===== config.mk =====
export PLATFORM = sky130hd
export DESIGN_NAME = apb_timer_completer
export DESIGN_NICKNAME = d
export VERILOG_FILES = /design/src/rtl/apb_timer_pkg.sv /design/src/rtl/apb_timer_core.sv /design/src/rtl/apb_timer_completer.sv
export SDC_FILE = /design/constraint.sdc
export NUM_CORES = 1
export LEC_CHECK = 0
export CAP_MARGIN = 20
export CELL_PAD_IN_SITES_DETAIL_PLACEMENT = 1
export CELL_PAD_IN_SITES_GLOBAL_PLACEMENT = 2
export CORE_UTILIZATION = 31
export CTS_BUF_LIST = sky130_fd_sc_hd__clkbuf_8
export DETAILED_ROUTE_END_ITERATION = 10
export PLACE_DENSITY = 0.87
export RECOVER_POWER = 50
export SLEW_MARGIN = 10
export SYNTH_ARGS = -nofsm -noshare
export SYNTH_HDL_FRONTEND = slang
export SYNTH_SLANG_ARGS = --single-unit

===== constraint.sdc =====
create_clock -name HCLK -period 2.5 [get_ports HCLK]
set_clock_uncertainty 0.1 [all_clocks]
set_input_delay 0.5 -clock HCLK [delete_from_list [all_inputs] [get_ports HCLK]]
set_output_delay 0.5 -clock HCLK [all_outputs]
set_load 0.1 [all_outputs]

===== src/rtl/apb_timer_pkg.sv =====
// apb_timer_pkg: shared constants and helpers for the APB timer completer.
//   Register word offsets (PADDR[4:2]), CTRL/STATUS bit positions, field
//   widths and a byte-lane merge helper used for strobed writes.
package apb_timer_pkg;

   localparam int unsigned DATA_W = 32;
   localparam int unsigned CTRL_W = 8;
   localparam int unsigned WS_W   = 4;
   localparam int unsigned SEL_W  = 3;

   // Register offsets expressed as word index (byte offset >> 2)
   localparam logic [SEL_W-1:0] OFF_CTRL    = 3'd0;
   localparam logic [SEL_W-1:0] OFF_LOAD    = 3'd1;
   localparam logic [SEL_W-1:0] OFF_VALUE   = 3'd2;
   localparam logic [SEL_W-1:0] OFF_STATUS  = 3'd3;
   localparam logic [SEL_W-1:0] OFF_SCRATCH = 3'd4;

   localparam int unsigned CTRL_EN     = 0;
   localparam int unsigned CTRL_RELOAD = 1;
   localparam int unsigned CTRL_IRQEN  = 2;
   localparam int unsigned CTRL_WS_LSB = 4;
   localparam int unsigned CTRL_WS_MSB = 7;

   localparam int unsigned STATUS_EXP = 0;

   // Implemented CTRL bits; bit 3 is reserved and always reads 0
   localparam logic [CTRL_W-1:0] CTRL_MASK = 8'hF7;

   // Replace the byte lanes of old_word whose strobe bit is set
   function automatic logic [DATA_W-1:0] merge_lanes(input logic [DATA_W-1:0] old_word,
                                                     input logic [DATA_W-1:0] wdata,
                                                     input logic [3:0]        strb);
      logic [DATA_W-1:0] r;
      r = old_word;
      for (int i = 0; i < 4; i++) begin
         if (strb[i]) r[i*8 +: 8] = wdata[i*8 +: 8];
      end
      return r;
   endfunction

endpackage


===== src/rtl/apb_timer_core.sv =====
// apb_timer_core: 32-bit down counter with reload, expiry flag and EN auto-clear.
//   clk, rst_n  : clock, async active-low reset
//   tick        : APB clock enable; all state moves only when high
//   ctrl        : current CTRL register (EN, RELOAD used here)
//   load        : current LOAD register (reload source)
//   load_wr     : LOAD write commits this tick; load_data goes to VALUE
//   exp_clr     : STATUS W1C of EXP this tick
//   en_wr       : CTRL write commits this tick (its EN beats auto-clear)
//   value, exp  : counter and expiry flag
//   en_clr      : request to clear CTRL.EN (one-shot expiry)
module apb_timer_core
   import apb_timer_pkg::*;
(
   input  logic              clk,
   input  logic              rst_n,
   input  logic              tick,
   input  logic [CTRL_W-1:0] ctrl,
   input  logic [DATA_W-1:0] load,
   input  logic              load_wr,
   input  logic [DATA_W-1:0] load_data,
   input  logic              exp_clr,
   input  logic              en_wr,
   output logic [DATA_W-1:0] value,
   output logic              exp,
   output logic              en_clr
);

   logic step;
   logic expire;

   assign step   = tick & ctrl[CTRL_EN];
   assign expire = step & (value == '0);
   assign en_clr = expire & ~ctrl[CTRL_RELOAD] & ~en_wr;

   // A LOAD write overrides the counter step; expiry set beats W1C
   always_ff @(posedge clk or negedge rst_n) begin
      if (!rst_n) begin
         value <= '0;
         exp   <= 1'b0;
      end else begin
         if (load_wr) begin
            value <= load_data;
         end else if (step) begin
            if (expire) begin
               if (ctrl[CTRL_RELOAD]) value <= load;
            end else begin
               value <= value - DATA_W'(1);
            end
         end
         if (expire)       exp <= 1'b1;
         else if (exp_clr) exp <= 1'b0;
      end
   end

endmodule


===== src/rtl/apb_timer_completer.sv =====
// apb_timer_completer: APB3 completer with register bank and down-counting timer.
//   HCLK, HRESETn : clock, async active-low reset
//   PCLKEN        : APB tick; sampling and all state updates only when high
//   PSEL/PENABLE/PADDR/PWRITE/PWDATA : APB request
//   PRDATA/PREADY/PSLVERR            : APB response (PREADY from wait counter)
//   IRQ           : level interrupt, EXP & IRQEN
// Optional build macro APB4_EN adds PSTRB (byte-lane writes) and PPROT
// (unprivileged access to CTRL/LOAD is rejected).
module apb_timer_completer
   import apb_timer_pkg::*;
#(
   parameter int unsigned ADDRWIDTH = 16,
   parameter int unsigned DATAWIDTH = 32
)(
   input  logic                 HCLK,
   input  logic                 HRESETn,
   input  logic                 PCLKEN,
   input  logic                 PSEL,
   input  logic                 PENABLE,
   input  logic [ADDRWIDTH-1:0] PADDR,
   input  logic                 PWRITE,
   input  logic [DATAWIDTH-1:0] PWDATA,
`ifdef APB4_EN
   input  logic [3:0]           PSTRB,
   input  logic [2:0]           PPROT,
`endif
   output logic [DATAWIDTH-1:0] PRDATA,
   output logic                 PREADY,
   output logic                 PSLVERR,
   output logic                 IRQ
);

   logic [CTRL_W-1:0] ctrl;
   logic [DATA_W-1:0] load;
   logic [DATA_W-1:0] scratch;
   logic [WS_W-1:0]   wcnt;
   logic [DATA_W-1:0] value;
   logic              exp;
   logic              en_clr;

   logic [SEL_W-1:0]  sel;
   logic [3:0]        strb;
   logic              priv_err;
   logic              err;
   logic              access;
   logic              commit;
   logic              ctrl_wr, load_wr, status_wr, scratch_wr, exp_clr;
   logic [CTRL_W-1:0] ctrl_new;
   logic [DATA_W-1:0] load_new;
   logic [DATA_W-1:0] rdata;
   logic              unused;

   assign sel = PADDR[4:2];

`ifdef APB4_EN
   assign strb     = PSTRB;
   assign priv_err = ~PPROT[0] & ((sel == OFF_CTRL) | (sel == OFF_LOAD));
   assign unused   = ^{PADDR[ADDRWIDTH-1:5], PADDR[1:0], PPROT[2:1]};
`else
   assign strb     = 4'hF;
   assign priv_err = 1'b0;
   assign unused   = ^{PADDR[ADDRWIDTH-1:5], PADDR[1:0]};
`endif

   // Unmapped offsets, writes to read-only VALUE, and privilege violations
   assign err = (sel > OFF_SCRATCH) | (PWRITE & (sel == OFF_VALUE)) | priv_err;

   assign PREADY = (wcnt == '0);
   assign access = PSEL & PENABLE & PREADY;
   assign commit = PCLKEN & access & PWRITE & ~err;

   assign ctrl_wr    = commit & (sel == OFF_CTRL);
   assign load_wr    = commit & (sel == OFF_LOAD);
   assign status_wr  = commit & (sel == OFF_STATUS);
   assign scratch_wr = commit & (sel == OFF_SCRATCH);
   assign exp_clr    = status_wr & strb[0] & PWDATA[STATUS_EXP];

   // CTRL lives entirely in byte lane 0
   assign ctrl_new = (strb[0] ? PWDATA[CTRL_W-1:0] : ctrl) & CTRL_MASK;
   assign load_new = merge_lanes(load, PWDATA, strb);

   // Wait counter, CTRL/LOAD/SCRATCH registers
   always_ff @(posedge HCLK or negedge HRESETn) begin
      if (!HRESETn) begin
         wcnt    <= '0;
         ctrl    <= '0;
         load    <= '0;
         scratch <= '0;
      end else if (PCLKEN) begin
         if (PSEL && !PENABLE)                 wcnt <= ctrl[CTRL_WS_MSB:CTRL_WS_LSB];
         else if (PSEL && PENABLE && wcnt != '0) wcnt <= wcnt - WS_W'(1);
         if (ctrl_wr)     ctrl <= ctrl_new;
         else if (en_clr) ctrl[CTRL_EN] <= 1'b0;
         if (load_wr)     load <= load_new;
         if (scratch_wr)  scratch <= merge_lanes(scratch, PWDATA, strb);
      end
   end

   apb_timer_core u_core (
      .clk       (HCLK),
      .rst_n     (HRESETn),
      .tick      (PCLKEN),
      .ctrl      (ctrl),
      .load      (load),
      .load_wr   (load_wr),
      .load_data (load_new),
      .exp_clr   (exp_clr),
      .en_wr     (ctrl_wr),
      .value     (value),
      .exp       (exp),
      .en_clr    (en_clr)
   );

   // Read mux
   always_comb begin
      rdata = '0;
      case (sel)
         OFF_CTRL:    rdata = DATA_W'(ctrl);
         OFF_LOAD:    rdata = load;
         OFF_VALUE:   rdata = value;
         OFF_STATUS:  rdata = DATA_W'(exp);
         OFF_SCRATCH: rdata = scratch;
         default:     rdata = '0;
      endcase
   end

   assign PRDATA  = (access & ~PWRITE & ~err) ? rdata : '0;
   assign PSLVERR = access & err;
   assign IRQ     = exp & ctrl[CTRL_IRQEN];

endmodule


---- Yosys cells after proc, flatten, opt, wreduce, memory -nomap -nowiden ----
Cells that the tools add are included.
operators by class
  $lt $le $gt $ge ......................... 1
  div/mod/pow operators ................... 0
  bitwise logic cells ..................... 24
  $mul .................................... 0
  muxes and demuxes ....................... 12
  add/sub/neg operators ................... 2
  reduce and logical (&&, ||, !) cells .... 18
  shifts and indexed selects .............. 0
  equal/unequal tests ..................... 5
operators by type and width
  operator                                              number
  two-way mux 32 bit                                    5
  case mux 32 bit (5 select lines)                      1
  zero test 32 bit                                      1
  subtractor 32 x 1 -> 32 bit, second input constant    1
  AND 1 bit                                             19
  AND reduction 2 bit                                   6
  two-way mux 4 bit                                     2
  nonzero test 2 bit                                    4
  equality test 3 x 2 -> 1 bit, second input constant   2
  zero test 4 bit                                       1
  two-way mux 1 bit                                     4
  NOT 1 bit                                             4
  nonzero test 4 bit                                    1
  subtractor 4 x 1 -> 4 bit, second input constant      1
  equality test 3 x 1 -> 1 bit, second input constant   1
  equality test 3 bit, second input constant            1
  greater-than comparator 3 bit, second input constant  1
  logical AND 1 bit                                     3
  zero test 3 bit                                       1
  != test 3 bit, second input constant                  1
  zero test 1 bit                                       1
  bitwise OR 1 bit                                      1
word-level totals
  memory bits (writable) .................. 0
  input bits .............................. 54
  logic and storage cells ................. 69
  bits in latches ......................... 0
  memories ................................ 0
  output and inout bits ................... 35
  flip-flop bits (word level) ............. 108
  bits in read-only memories .............. 0

---- Longest topological paths before layout ----
  word-level depth ........................ 10
  gate-level depth with buffers ........... 10
  gate-level depth less buffers ........... 8

---- By module ----
Synthesis repeated with hierarchy kept, for this count alone.
second synthesis, totals
  cells, all modules ...................... 686
  area total of the unflattened synthesis .. 6820.3 um2
modules (own cells, without submodules)
  module               area each (um2)  cells an instance  seq. area each (um2)  times used
  apb_timer_completer  4400.5           395                1876.8                1
  apb_timer_core       2419.8           291                825.8                 1

---- Worst setup path after synthesis ----
OpenSTA, ideal clock, no wires.
  path type ............................... in2out
  from .................................... in PADDR[4]
  to ...................................... out PSLVERR
  path slack .............................. -1.470 ns
  buffers on the path ..................... 3
  arrival ................................. 3.370 ns
  stages on the path ...................... 5
  cells stage by stage .................... clkbuf_1 -> clkbuf_1 -> buf_1 -> a21oi_1 -> nor3_1
between the ends
  longest elaborated chain between the ends .. 4
  elaborated cells on any way between the ends .. 5
ends and longest elaborated chain
  element                                                                                RTL line                    text
  from (decl)                                                                            apb_timer_completer.sv:20   input logic [ADDRWIDTH-1:0] PADDR,
  parallel branches: the longest is 2 deep, another holds greater-than comparator 3 bit  --
  bitwise OR 1 bit *                                                                     apb_timer_completer.sv:66   assign err = (sel > OFF_SCRATCH) | (PWRITE & (sel == OFF_VALUE)) | priv_err;
  AND 1 bit *                                                                            apb_timer_completer.sv:128  assign PSLVERR = access & err;
  to (decl)                                                                              apb_timer_completer.sv:29   output logic PSLVERR,
Every way passes the cells marked *.

---- Final worst setup path ----
  from .................................... reg wcnt[1]
  to ...................................... out PRDATA[6]
between the ends
  longest elaborated chain between the ends .. 5
ends and longest elaborated chain
  element                  RTL line                    text
  from (decl)              apb_timer_completer.sv:36   logic [WS_W-1:0] wcnt;
  from (signal assigned)   apb_timer_completer.sv:90   if (PSEL && !PENABLE) wcnt <= ctrl[CTRL_WS_MSB:CTRL_WS_LSB];
  from (signal assigned)   apb_timer_completer.sv:91   else if (PSEL && PENABLE && wcnt != '0) wcnt <= wcnt - WS_W'(1);
  zero test 4 bit          apb_timer_completer.sv:68   assign PREADY = (wcnt == '0);
  AND 1 bit                apb_timer_completer.sv:69   assign access = PSEL & PENABLE & PREADY;
  AND 1 bit (2 in series)  apb_timer_completer.sv:127  assign PRDATA = (access & ~PWRITE & ~err) ? rdata : '0;
  two-way mux 32 bit       apb_timer_completer.sv:127
  to (decl)                apb_timer_completer.sv:27   output logic [DATAWIDTH-1:0] PRDATA,
No other way between the ends.

==> run_results.csv <==
group,metric,value,unit
finish,final_nets,966,
synthesis,ys_async_sr_fraction,100,%
floorplan,rows,51,
sta,rsz0062_at_grt,"true",
finish,seqCellArea,2700,µm²
flow_run,cap_violations,0,
critical_path,path_max_fanout,6,
power_and_ir_drop,p_per_area,701,nW/µm²
sta,maxSlewViolCount,0,
clock_tree,htreeDepth,3,
finish,antenna-diode-count,0,
synthesis,postSynth.topFlopCell,"dfrtp_1",
run_status,status,"finished, violations left",
finish,layout_commonest_cell,"dfrtp_1",
drt,dr.pass1.iters,4,
run_status,violations,"negative setup slack",
clock_tree,root_buffer,"clkbuf_8",
placement,placed_area,8620,µm²
floorplan,die_w,143,µm
global_routing,overflow,0,
finish,multi_input_area,3890,µm²
drt,vias,6487,
drt,ant_nets,0,
clock_tree,clk_pin_slew,0.11,ns
global_routing,grt_usage,24.0,%
sta,finalWorstSetupSlack,-0.366,ns
synthesis,yosysSeqAreaShare,44.0,%
floorplan,core,19500,µm²
sta,post-route-period-util,115,%
floorplan,die_h,143,µm
finish,finish.utilization,50.1,%
floorplan,start_util,31.6,%
worst_hold_path,hp-class,"reg -> reg",
drt,routedWlPerCell,20.5,µm
finish,syn_to_final_growth,58.5,%
critical_path,worstRegToRegCells,14,
synthesis,synth_cells,719,
sta,period_minus_slack,2.87,ns
critical_path,start_kind,"flip-flop",
synthesis,syn_avg_cell_area,8.55,µm²
critical_path,cp-startpoint,"wcnt[1]",
synthesis,ys_warn_count,0,
synthesis,netlist_area,6150,µm²
global_routing,grt_pass1_wl,37400,µm
floorplan,ios,89,
critical_path,ff2ff_setup_slack,-0.29,ns
critical_path,rr_endpoint,"u_core.value[23]",
global_routing,grt_pass1_vias,6702,
critical_path,cp-end-kind,"primary output",
sta,finalHoldViolations,0,
global_routing,antenna_found_initial,0,
placement,gp_congestion,0.852,
drt,wl,24200,µm
critical_path,crit_type,"reg -> out",
drt,viasPerCell,5.50,
placement,dpl.hpwl,16500,µm
finish,fillerInstances,2139,
sta,slew-limit-headroom,43.6,%
clock_tree,clk_latency,0.41,ns
synthesis,synth-seq-cells,108,
power_and_ir_drop,leakagePower,4.32,nW
critical_path,required,1.90,ns
finish,design_area,9740,µm²
finish,final_cell_mix,"dfrtp_1, nand2_1, buf_4",
power_and_ir_drop,peakVddDrop,0.413,mV
critical_path,endpoint,"PRDATA[6]",
sta,tns,-14.73,ns
clock_tree,clockBufferDepth,2,
critical_path,arrival,2.27,ns
finish,drive_above_1_share,39.1,%
synthesis,ys_types,55,
sta,worst_slew_pin_slew,0.846,ns
clock_tree,cts_buffers,9,
global_routing,grt_max_degree,59,
floorplan,die_area,20400,µm²
synthesis,syn_nets,775,
clock_tree,cts_tree,"built",
drt,drt_iter0_drc,372,
placement,io_buffers,75,
sta,fmaxAchievable,349,MHz
sta,setup_violations,70,
power_and_ir_drop,finalPower,0.00683,W
clock_tree,cts_sinks,108,
drt,drc,0,
placement,place_ws,-0.434,ns
critical_path,timing.rr.start,"wcnt[1]",
synthesis,synth-edff-count,0,
## logic make-up (layout without fill, tap and decap cells)
kind of cell / count (synthesis) / in the layout / share of synthesized area [%]
AO/OA/AOI/OAI: 165 / 165 / 17.6
XOR/XNOR: 11 / 11 / 1.57
adder cells (fa/ha/maj): 2 / 2 / 0.407
buffers and inverters: 60 / 256 / 3.72
flip-flops: 108 / 108 / 44.0
multiplexers: 47 / 47 / 8.42
AND/OR/NAND/NOR: 326 / 326 / 24.4
## worst min-delay path by stage
stage / start / end / slack (ns) / depth (start not counted)
finish: load[30] / load[30] / 0.42 / 2
global route: scratch[28] / scratch[28] / 0.44 / 1
CTS: load[28] / load[28] / 0.42 / 2
detailed placement: HRESETn / scratch[3] / 0.38 / 1
global placement: HRESETn / scratch[3] / 0.37 / 1
floorplan: HRESETn / ctrl[0] / 0.10 / 0
## worst max-delay path, cell delays in order (launching register included)
cell and delay (ns):
dfrtp_1 0.41, inv_2 0.08, ha_4 0.15, nor4bb_4 0.18, buf_4 0.15, nand4b_1 0.13
buf_6 0.17, buf_12 0.14, nor2_1 0.22, buf_12 0.21
## report_power, final
part | total (W) | internal (W) | switching [W]
Clock | 0.00109 | 0.000376 | 0.000712
Sequential | 0.00228 | 0.00202 | 0.000261
Combinational | 0.00347 | 0.00171 | 0.00176
Total | 0.00683 | 0.00410 | 0.00273
## Yosys cell counts, types with 3 or more instances
cell type	count	area, µm²
nand3_1	27	135
a221o_1	6	60.1
o21ai_0	26	130
o211ai_1	11	82.6
nor2b_1	4	25.0
buf_2	3	15.0
o311ai_0	4	35.0
mux2_2	38	428
nor2_1	94	353
nand4_1	5	31.3
a31oi_1	8	50.1
and3_1	8	50.1
nor3_1	11	55.1
buf_1	4	15.0
dfrtp_1	108	2700
a22oi_1	32	240
nand2_1	127	477
clkbuf_1	41	154
mux2i_1	9	90.1
a21oi_1	50	250
or4_1	8	60.1
xnor2_1	9	78.8
or2_2	4	25.0
nor4_1	11	68.8
a211oi_1	6	45.0
inv_1	12	45.0
or3_1	7	43.8
and2_1	5	31.3
a32oi_1	3	26.3
or4_4	3	33.8
## sequential cells by signal (all words and copies together), names as in the netlist
name / flops
wcnt: 4
u_core.value: 32
load: 32
ctrl: 7
scratch: 32
u_core.exp: 1
## cell type report
class,instances,share of cell area (%)
flip-flops and latches,108,27.7
multi-input cells,551,40.0
repair buffers,228,26.6
inverters,12,0.462
clock inverters,7,0.591
clock buffers,9,1.27
well taps,265,3.40
## metal layers
layer	share of wire (%)	GRT usage, %	up-vias
met1	44	31.4	3328
met4	2.2	7.81	0
met3	3.3	2.78	41
li1	-	-	2963
met2	50	41.1	155
met5	0	0	-
## stage by stage
| stage | hold WS, ns | cells |
|---|---|---|
| 2_1_floorplan | 0.104 | 719 |
| 3_3_place_gp | 0.371 | 1124 |
| 3_5_place_dp | 0.375 | 1124 |
| 4_1_cts | 0.416 | 1158 |
| 5_1_grt | 0.443 | 1180 |
| 6_report | 0.415 | 1180 |
## timing repair
| item | 4_1_cts | 5_1_grt |
|---|---|---|
| hold buffers | 1 | 0 |
| endpoints found under the hold margin | 30 | 0 |
| setup buffers | 14 | 24 |
| gates cloned | 3 | 0 |
| endpoints found under the setup margin | 63 | 75 |
| pin swaps | 25 | 45 |
| resized for setup | 79 | 91 |
Note: power is estimated with default switching activity, not from simulation.
